<file path="src/rtl/psum_if.sv">
// Kernel-channel PE output bus: per-lane psum word in, FIFO head word out.
interface psum_if #(
  parameter int BIT_WIDTH  = 8,
  parameter int NUM_KERNEL = 4
);
  logic [BIT_WIDTH*NUM_KERNEL-1:0] i_psum;
  logic [NUM_KERNEL-1:0]           i_psum_val;
  logic [BIT_WIDTH*NUM_KERNEL-1:0] o_data;
  logic                            o_data_val;
  logic                            i_data_rdy;

  modport master (output i_psum, i_psum_val, i_data_rdy, input o_data, o_data_val);
  modport slave  (input i_psum, i_psum_val, i_data_rdy, output o_data, o_data_val);
endinterface

</file>
<file path="src/rtl/psum_collector.sv">
// Collects coherent PE partial-sum words into a FWFT FIFO, drains them to
// writeback and tracks the job word count, completion and sticky errors.
module psum_lane #(
  parameter int BIT_WIDTH = 8,
  parameter int DEPTH     = 8,
  parameter int AW        = 3
) (
  input  logic                 clk,
  input  logic                 i_we,
  input  logic [AW-1:0]        i_waddr,
  input  logic [BIT_WIDTH-1:0] i_wdata,
  input  logic [AW-1:0]        i_raddr,
  output logic [BIT_WIDTH-1:0] o_rdata
);
  logic [BIT_WIDTH-1:0] r_mem [DEPTH];

  always_ff @(posedge clk)
    if (i_we) r_mem[i_waddr] <= i_wdata;

  assign o_rdata = r_mem[i_raddr];
endmodule

module psum_collector #(
  parameter int BIT_WIDTH    = 8,
  parameter int NUM_KERNEL   = 4,
  parameter int FIFO_DEPTH   = 8,
  parameter int STALL_MARGIN = 3,
  parameter int CNT_WIDTH    = 16,
  parameter int REG_WIDTH    = 32
) (
  input  logic                 clk,
  input  logic                 rst,
  input  logic                 i_start,
  input  logic [CNT_WIDTH-1:0] i_num_out,
  psum_if.slave                s,
  output logic                 o_stall,
  output logic                 o_busy,
  output logic                 o_done,
  output logic [CNT_WIDTH-1:0] o_count,
  input  logic                 i_err_clr,
  output logic [REG_WIDTH-1:0] err_psum_val
);
  localparam int            AW        = $clog2(FIFO_DEPTH);
  localparam logic [AW:0]   LP_DEPTH  = (AW+1)'(FIFO_DEPTH);
  localparam logic [AW:0]   LP_MARGIN = (AW+1)'(STALL_MARGIN);

  typedef enum logic [1:0] {S_IDLE, S_RUN, S_DRAIN, S_DONE} state_t;

  state_t                 r_state;
  logic [AW-1:0]          r_wptr, r_rptr;
  logic [AW:0]            r_fill, w_fill_nxt;
  logic [CNT_WIDTH-1:0]   r_num, r_count, w_cnt_inc;
  logic                   r_stall, r_done;
  logic [REG_WIDTH-1:0]   r_err, w_set;
  logic                   w_all, w_none, w_run, w_empty, w_full, w_rd, w_wr, w_room, w_cnt_max;

  logic [NUM_KERNEL-1:0][BIT_WIDTH-1:0] w_wlane, w_rlane;

  assign w_all     = &s.i_psum_val;
  assign w_none    = ~|s.i_psum_val;
  assign w_run     = (r_state == S_RUN);
  assign w_empty   = (r_fill == '0);
  assign w_full    = (r_fill == LP_DEPTH);
  assign w_rd      = !w_empty && s.i_data_rdy;
  assign w_room    = !w_full || w_rd;
  assign w_cnt_max = &r_count;
  assign w_cnt_inc = r_count + CNT_WIDTH'(1);
  assign w_wr      = w_run && w_all && w_room && !w_cnt_max;

  always_comb begin
    w_set    = '0;
    w_set[0] = !w_all && !w_none;
    w_set[1] = w_run && w_all && !w_room;
    w_set[2] = w_all && !w_run;
    w_set[3] = w_run && w_all && w_room && w_cnt_max;
  end

  always_comb begin
    w_fill_nxt = r_fill;
    case ({w_wr, w_rd})
      2'b10:   w_fill_nxt = r_fill + (AW+1)'(1);
      2'b01:   w_fill_nxt = r_fill - (AW+1)'(1);
      default: w_fill_nxt = r_fill;
    endcase
  end

  always_ff @(posedge clk or negedge rst) begin
    if (!rst) begin
      r_state <= S_IDLE;
      r_wptr  <= '0;
      r_rptr  <= '0;
      r_fill  <= '0;
      r_num   <= '0;
      r_count <= '0;
      r_stall <= 1'b0;
      r_done  <= 1'b0;
      r_err   <= '0;
    end else begin
      r_fill  <= w_fill_nxt;
      r_stall <= (LP_DEPTH - w_fill_nxt) <= LP_MARGIN;
      if (w_wr) r_wptr <= r_wptr + AW'(1);
      if (w_rd) r_rptr <= r_rptr + AW'(1);
      // a new error in the clearing cycle survives the clear
      r_err   <= (i_err_clr ? '0 : r_err) | w_set;
      r_done  <= 1'b0;
      case (r_state)
        S_IDLE:
          if (i_start) begin
            r_num   <= i_num_out;
            r_count <= '0;
            if (i_num_out == '0) begin
              r_state <= S_DONE;
              r_done  <= 1'b1;
            end else begin
              r_state <= S_RUN;
            end
          end
        S_RUN:
          if (w_wr) begin
            r_count <= w_cnt_inc;
            if (w_cnt_inc == r_num) r_state <= S_DRAIN;
          end
        S_DRAIN:
          if (w_empty) begin
            r_state <= S_DONE;
            r_done  <= 1'b1;
          end
        S_DONE:
          r_state <= S_IDLE;
        default:
          r_state <= S_IDLE;
      endcase
    end
  end

  assign w_wlane = s.i_psum;

  for (genvar k = 0; k < NUM_KERNEL; k++) begin : g_lane
    psum_lane #(.BIT_WIDTH(BIT_WIDTH), .DEPTH(FIFO_DEPTH), .AW(AW)) u_lane (
      .clk     (clk),
      .i_we    (w_wr),
      .i_waddr (r_wptr),
      .i_wdata (w_wlane[k]),
      .i_raddr (r_rptr),
      .o_rdata (w_rlane[k])
    );
  end

  // head is masked so stale storage never shows while empty
  assign s.o_data     = w_empty ? '0 : w_rlane;
  assign s.o_data_val = !w_empty;
  assign o_stall      = r_stall;
  assign o_busy       = (r_state == S_RUN) || (r_state == S_DRAIN);
  assign o_done       = r_done;
  assign o_count      = r_count;
  assign err_psum_val = r_err;
endmodule

</file>
<file path="src/flat_wrapper.sv">
// flat-port wrapper written by rule: the top's interface ports become plain ports
module psum_collector_flat 
#(
  parameter int BIT_WIDTH    = 8,
  parameter int NUM_KERNEL   = 4,
  parameter int FIFO_DEPTH   = 8,
  parameter int STALL_MARGIN = 3,
  parameter int CNT_WIDTH    = 16,
  parameter int REG_WIDTH    = 32
)
  (clk, rst, i_start, i_num_out, o_stall, o_busy, o_done, o_count, i_err_clr, err_psum_val, s_i_psum, s_i_psum_val, s_i_data_rdy, s_o_data, s_o_data_val);
  psum_if #(.BIT_WIDTH(BIT_WIDTH), .NUM_KERNEL(NUM_KERNEL)) s_i ();
  input  logic clk;
  input  logic rst;
  input  logic i_start;
  input  logic [CNT_WIDTH-1:0] i_num_out;
  output logic o_stall;
  output logic o_busy;
  output logic o_done;
  output logic [CNT_WIDTH-1:0] o_count;
  input  logic i_err_clr;
  output logic [REG_WIDTH-1:0] err_psum_val;
  input wire logic [$bits(s_i.i_psum)-1:0] s_i_psum;
  input wire logic [$bits(s_i.i_psum_val)-1:0] s_i_psum_val;
  input wire logic [$bits(s_i.i_data_rdy)-1:0] s_i_data_rdy;
  output wire logic [$bits(s_i.o_data)-1:0] s_o_data;
  output wire logic [$bits(s_i.o_data_val)-1:0] s_o_data_val;
  assign s_i.i_psum = s_i_psum;
  assign s_i.i_psum_val = s_i_psum_val;
  assign s_i.i_data_rdy = s_i_data_rdy;
  assign s_o_data = s_i.o_data;
  assign s_o_data_val = s_i.o_data_val;
  psum_collector #(.BIT_WIDTH(BIT_WIDTH), .NUM_KERNEL(NUM_KERNEL), .FIFO_DEPTH(FIFO_DEPTH), .STALL_MARGIN(STALL_MARGIN), .CNT_WIDTH(CNT_WIDTH), .REG_WIDTH(REG_WIDTH)) u_core (.clk(clk), .rst(rst), .i_start(i_start), .i_num_out(i_num_out), .s(s_i), .o_stall(o_stall), .o_busy(o_busy), .o_done(o_done), .o_count(o_count), .i_err_clr(i_err_clr), .err_psum_val(err_psum_val));
endmodule
</file>
<file path="config.mk">
export PLATFORM = sky130hd
export DESIGN_NAME = psum_collector_flat
export DESIGN_NICKNAME = d
export VERILOG_FILES = /design/src/rtl/psum_if.sv /design/src/rtl/psum_collector.sv /design/src/flat_wrapper.sv
export SDC_FILE = /design/constraint.sdc
export NUM_CORES = 1
export LEC_CHECK = 0
export CORE_AREA = 2 2 165 167
export DETAILED_ROUTE_END_ITERATION = 16
export DIE_AREA = 0 0 167 169
export PLACE_DENSITY = 0.74
export SETUP_SLACK_MARGIN = 0.02
export SLEW_MARGIN = 20
export SYNTH_ARGS = -nofsm -noshare
export SYNTH_HDL_FRONTEND = slang
export SYNTH_SLANG_ARGS = --single-unit
</file>
<file path="constraint.sdc">
create_clock -name clk -period 4.31 [get_ports clk]
set_input_delay 0.6465 -clock clk [delete_from_list [all_inputs] [get_ports clk]]
set_output_delay 0.6465 -clock clk [all_outputs]
set_load 0.01 [all_outputs]
</file>
==> flow_summary.toml <==
[global_route]
grt_first_pass_wirelength_um = 41200
antenna_found_initial = 1
grt.overflow.total = 0
grt_max_degree = 51
grt_usage_pct = 18.8
first_global_vias = 7114

[clocking]
cts.sinks = 306
cts_tree = "built"
worstSkewPairLatency_ns = 0.56
cts.clk_slew.worst_paths_ns = 0.06
cts_resized = 0
root_buffer = "clkbuf_16"
cts_setup_buffers = 0
clock_path_buffers = 3
htreeDepth = 1
cts-hold-fix-buffers = 0
cts_buffers = 30

[route]
drt_iter0_drc = 541
drc = 0
route.vias.total = 7027
viasPerCell = 5.63
wl_per_cell_um = 21.2
first_pass_iters = 5
routed_wl_um = 26500
antenna_left = 0

[run_status]
status = "complete, no violations"

[min_path]
hold_path.class = "primary input to asynchronous set/reset pin"

[floorplanning]
pin_count = 141
initial_core_util_pct = 49.1
die_w_um = 167
die_h_um = 169
dieArea_um2 = 28200
rows = 60
core_area_um2 = 26500

[critical_path]
arrival_ns = 3.11
worstSetupPathType = "flip-flop to primary output"
critical_path.startpoint_type = "flip-flop"
crit_path_max_fanout = 32
required_ns = 3.66
cp-end-kind = "primary output"

[placement]
dp_hpwl_um = 16200
port_buffers = 112
gp_congestion = 0.815
dp.cells = 1194
dp_slack_ns = 0.686

[final_layout]
drive_gt1_share_pct = 18.8
syn_to_final_growth_pct = 18.9
fin_cells = 1249
nets = 951
antenna_cells = 0

[sta]
tightest_slew_ns = 0.749
timing.hold.ws_ns = 0.208
setup_ws_ns = 0.554
rsz0062_at_grt = "no"
report.final.slew_viol_count = 0
finalClockSkew_ns = 0.0242
fmax_ghz = 0.266
period_share_pct = 87.1
finalSetupViolCount = 0
slew_headroom_pct = 50.0
min_period_ns = 3.76
finalHoldViolations = 0

[synthesis]
synth_warnings = 0
netlist_top_cells_count = "edfxtp_1, mux4_2, dfrtp_1, nor2_1, mux2i_1"
yosysSeqAreaShare_pct = 68.7
yosysTopAreaCell = "edfxtp_1"
ys_top_cells_by_area = "edfxtp_1, mux4_2, dfrtp_1, mux2i_1, mux2_2"
yosysUniqueCellTypes = 60
synthCells = 761
synth_edf_count = 256
async_reset_ff_share_pct = 16.3
ys_ff_latch = 306
ys.flop_type = "edfxtp_1"
yosysMostFrequentCell = "edfxtp_1"
synth_top_cell_area_share_pct = 59.0
netlist_area_um2 = 13000
synth.avg_cell_area_um2 = 17.1

[power_and_ir_drop]
power_density_nw_per_um2 = 588
ir_drop_uv = 369
p_leak_nw = 5.34

[run]
drv_cap = 0
-- logic make-up (layout without fill, tap and decap cells) --
kind of cell,count (synthesis),in the layout,share of synthesized area [%]
flops,306,306,68.7
simple gates,147,147,5.80
mux,123,123,15.8
compound gates,66,66,3.84
xor+xnor,25,25,1.68
fa+ha+maj,9,9,0.865
other cells,1,28,0.0288
buf+inv,84,204,3.33
-- through the flow --
stage / setup TNS, ns / util, % / total power, mW / area [um^2]
floorplan: -5.16 / - / 5.56 / 13100
global placement: 0 / 54.9 / 6.69 / 14600
detailed placement: 0 / 54.9 / 6.72 / 14600
CTS: 0 / 58.4 / 9.20 / 15500
global route: 0 / 58.4 / 9.56 / 15500
finish: 0 / 58.4 / 9.10 / 15500
-- flip-flops by register name (all words and copies together) (netlist names) --
register,cells
u_core.g_lane.u_lane.r_mem,256
u_core.r_num,16
u_core.o_stall,1
u_core.err_psum_val,4
u_core.r_state,2
u_core.r_wptr,3
u_core.o_done,1
u_core.r_fill,4
u_core.r_rptr,3
u_core.o_count,16
-- final cells by class --
cell class	instances	area, um^2
repair buffers	135	1330
multi-input cells	398	3810
flip-flops and latches	306	8940
clock buffers	36	773
well taps	341	427
inverters	14	52.6
clock inverters	19	153
fillers	1985	11000
-- cell usage in the layout, fill, tap and decap left out, types with 3 or more instances in the layout --
master	n
a21oi_1	7
o22ai_1	4
clkdlybuf4s50_1	111
nand3_1	13
mux4_2	64
dfrtp_1	47
o21ai_0	15
nand2b_1	3
ha_1	9
buf_12	3
a22o_1	12
nor3b_2	3
inv_1	13
edfxtp_1	256
and4_1	4
clkinv_1	8
xor2_1	8
nor3_2	3
mux2i_1	40
or3_1	3
xnor2_1	17
o31ai_1	6
nor4_1	6
conb_1	28
a21o_1	3
clkinv_2	6
and3_1	3
clkbuf_1	6
clkbuf_16	30
mux2_2	19
nand4_1	9
nor3_1	7
buf_4	20
nand2_1	36
nor2_1	40
-- worst paths after layout --
check / startpoint / end / slack (ns) / cells after the start
setup / recovery: u_core.r_rptr[0] / s_o_data[13] / 0.55 / 5
hold / removal: rst / u_core.err_psum_val[0] / 0.21 / 2
setup reg to reg: u_core.o_count[0] / u_core.o_stall / 0.82 / 15
hold reg to reg: u_core.err_psum_val[0] / u_core.err_psum_val[0] / 0.53 / 2
max in group asynchronous: rst / u_core.r_rptr[0] / 3.59 / 2
min in group clk: u_core.err_psum_val[0] / u_core.err_psum_val[0] / 0.53 / 2
-- metal layers --
| metal | up-vias | track usage (%) | share of wire (%) |
|---|---|---|---|
| li1 | 3191 | - | - |
| met1 | 3564 | 26.4 | 43 |
| met2 | 226 | 30.8 | 49 |
| met3 | 44 | 3.41 | 5.6 |
| met4 | 2 | 5.25 | 2.4 |
| met5 | - | 0 | 0.053 |
-- where the power goes --
group / switching, mW / total, mW / internal [mW]
Sequential: 0.300 / 3.68 / 3.38
Combinational: 1.36 / 2.96 / 1.60
Clock: 1.07 / 2.46 / 1.39
-- worst max-delay path, stage by stage, from the launching register on --
cell             delay (ns)
dfrtp_4                0.85
buf_4                  0.40
mux4_2                 0.55
mux2i_1                0.17
nor2_1                 0.08
clkdlybuf4s50_1        0.51
(Power assumes the default switching activity.)
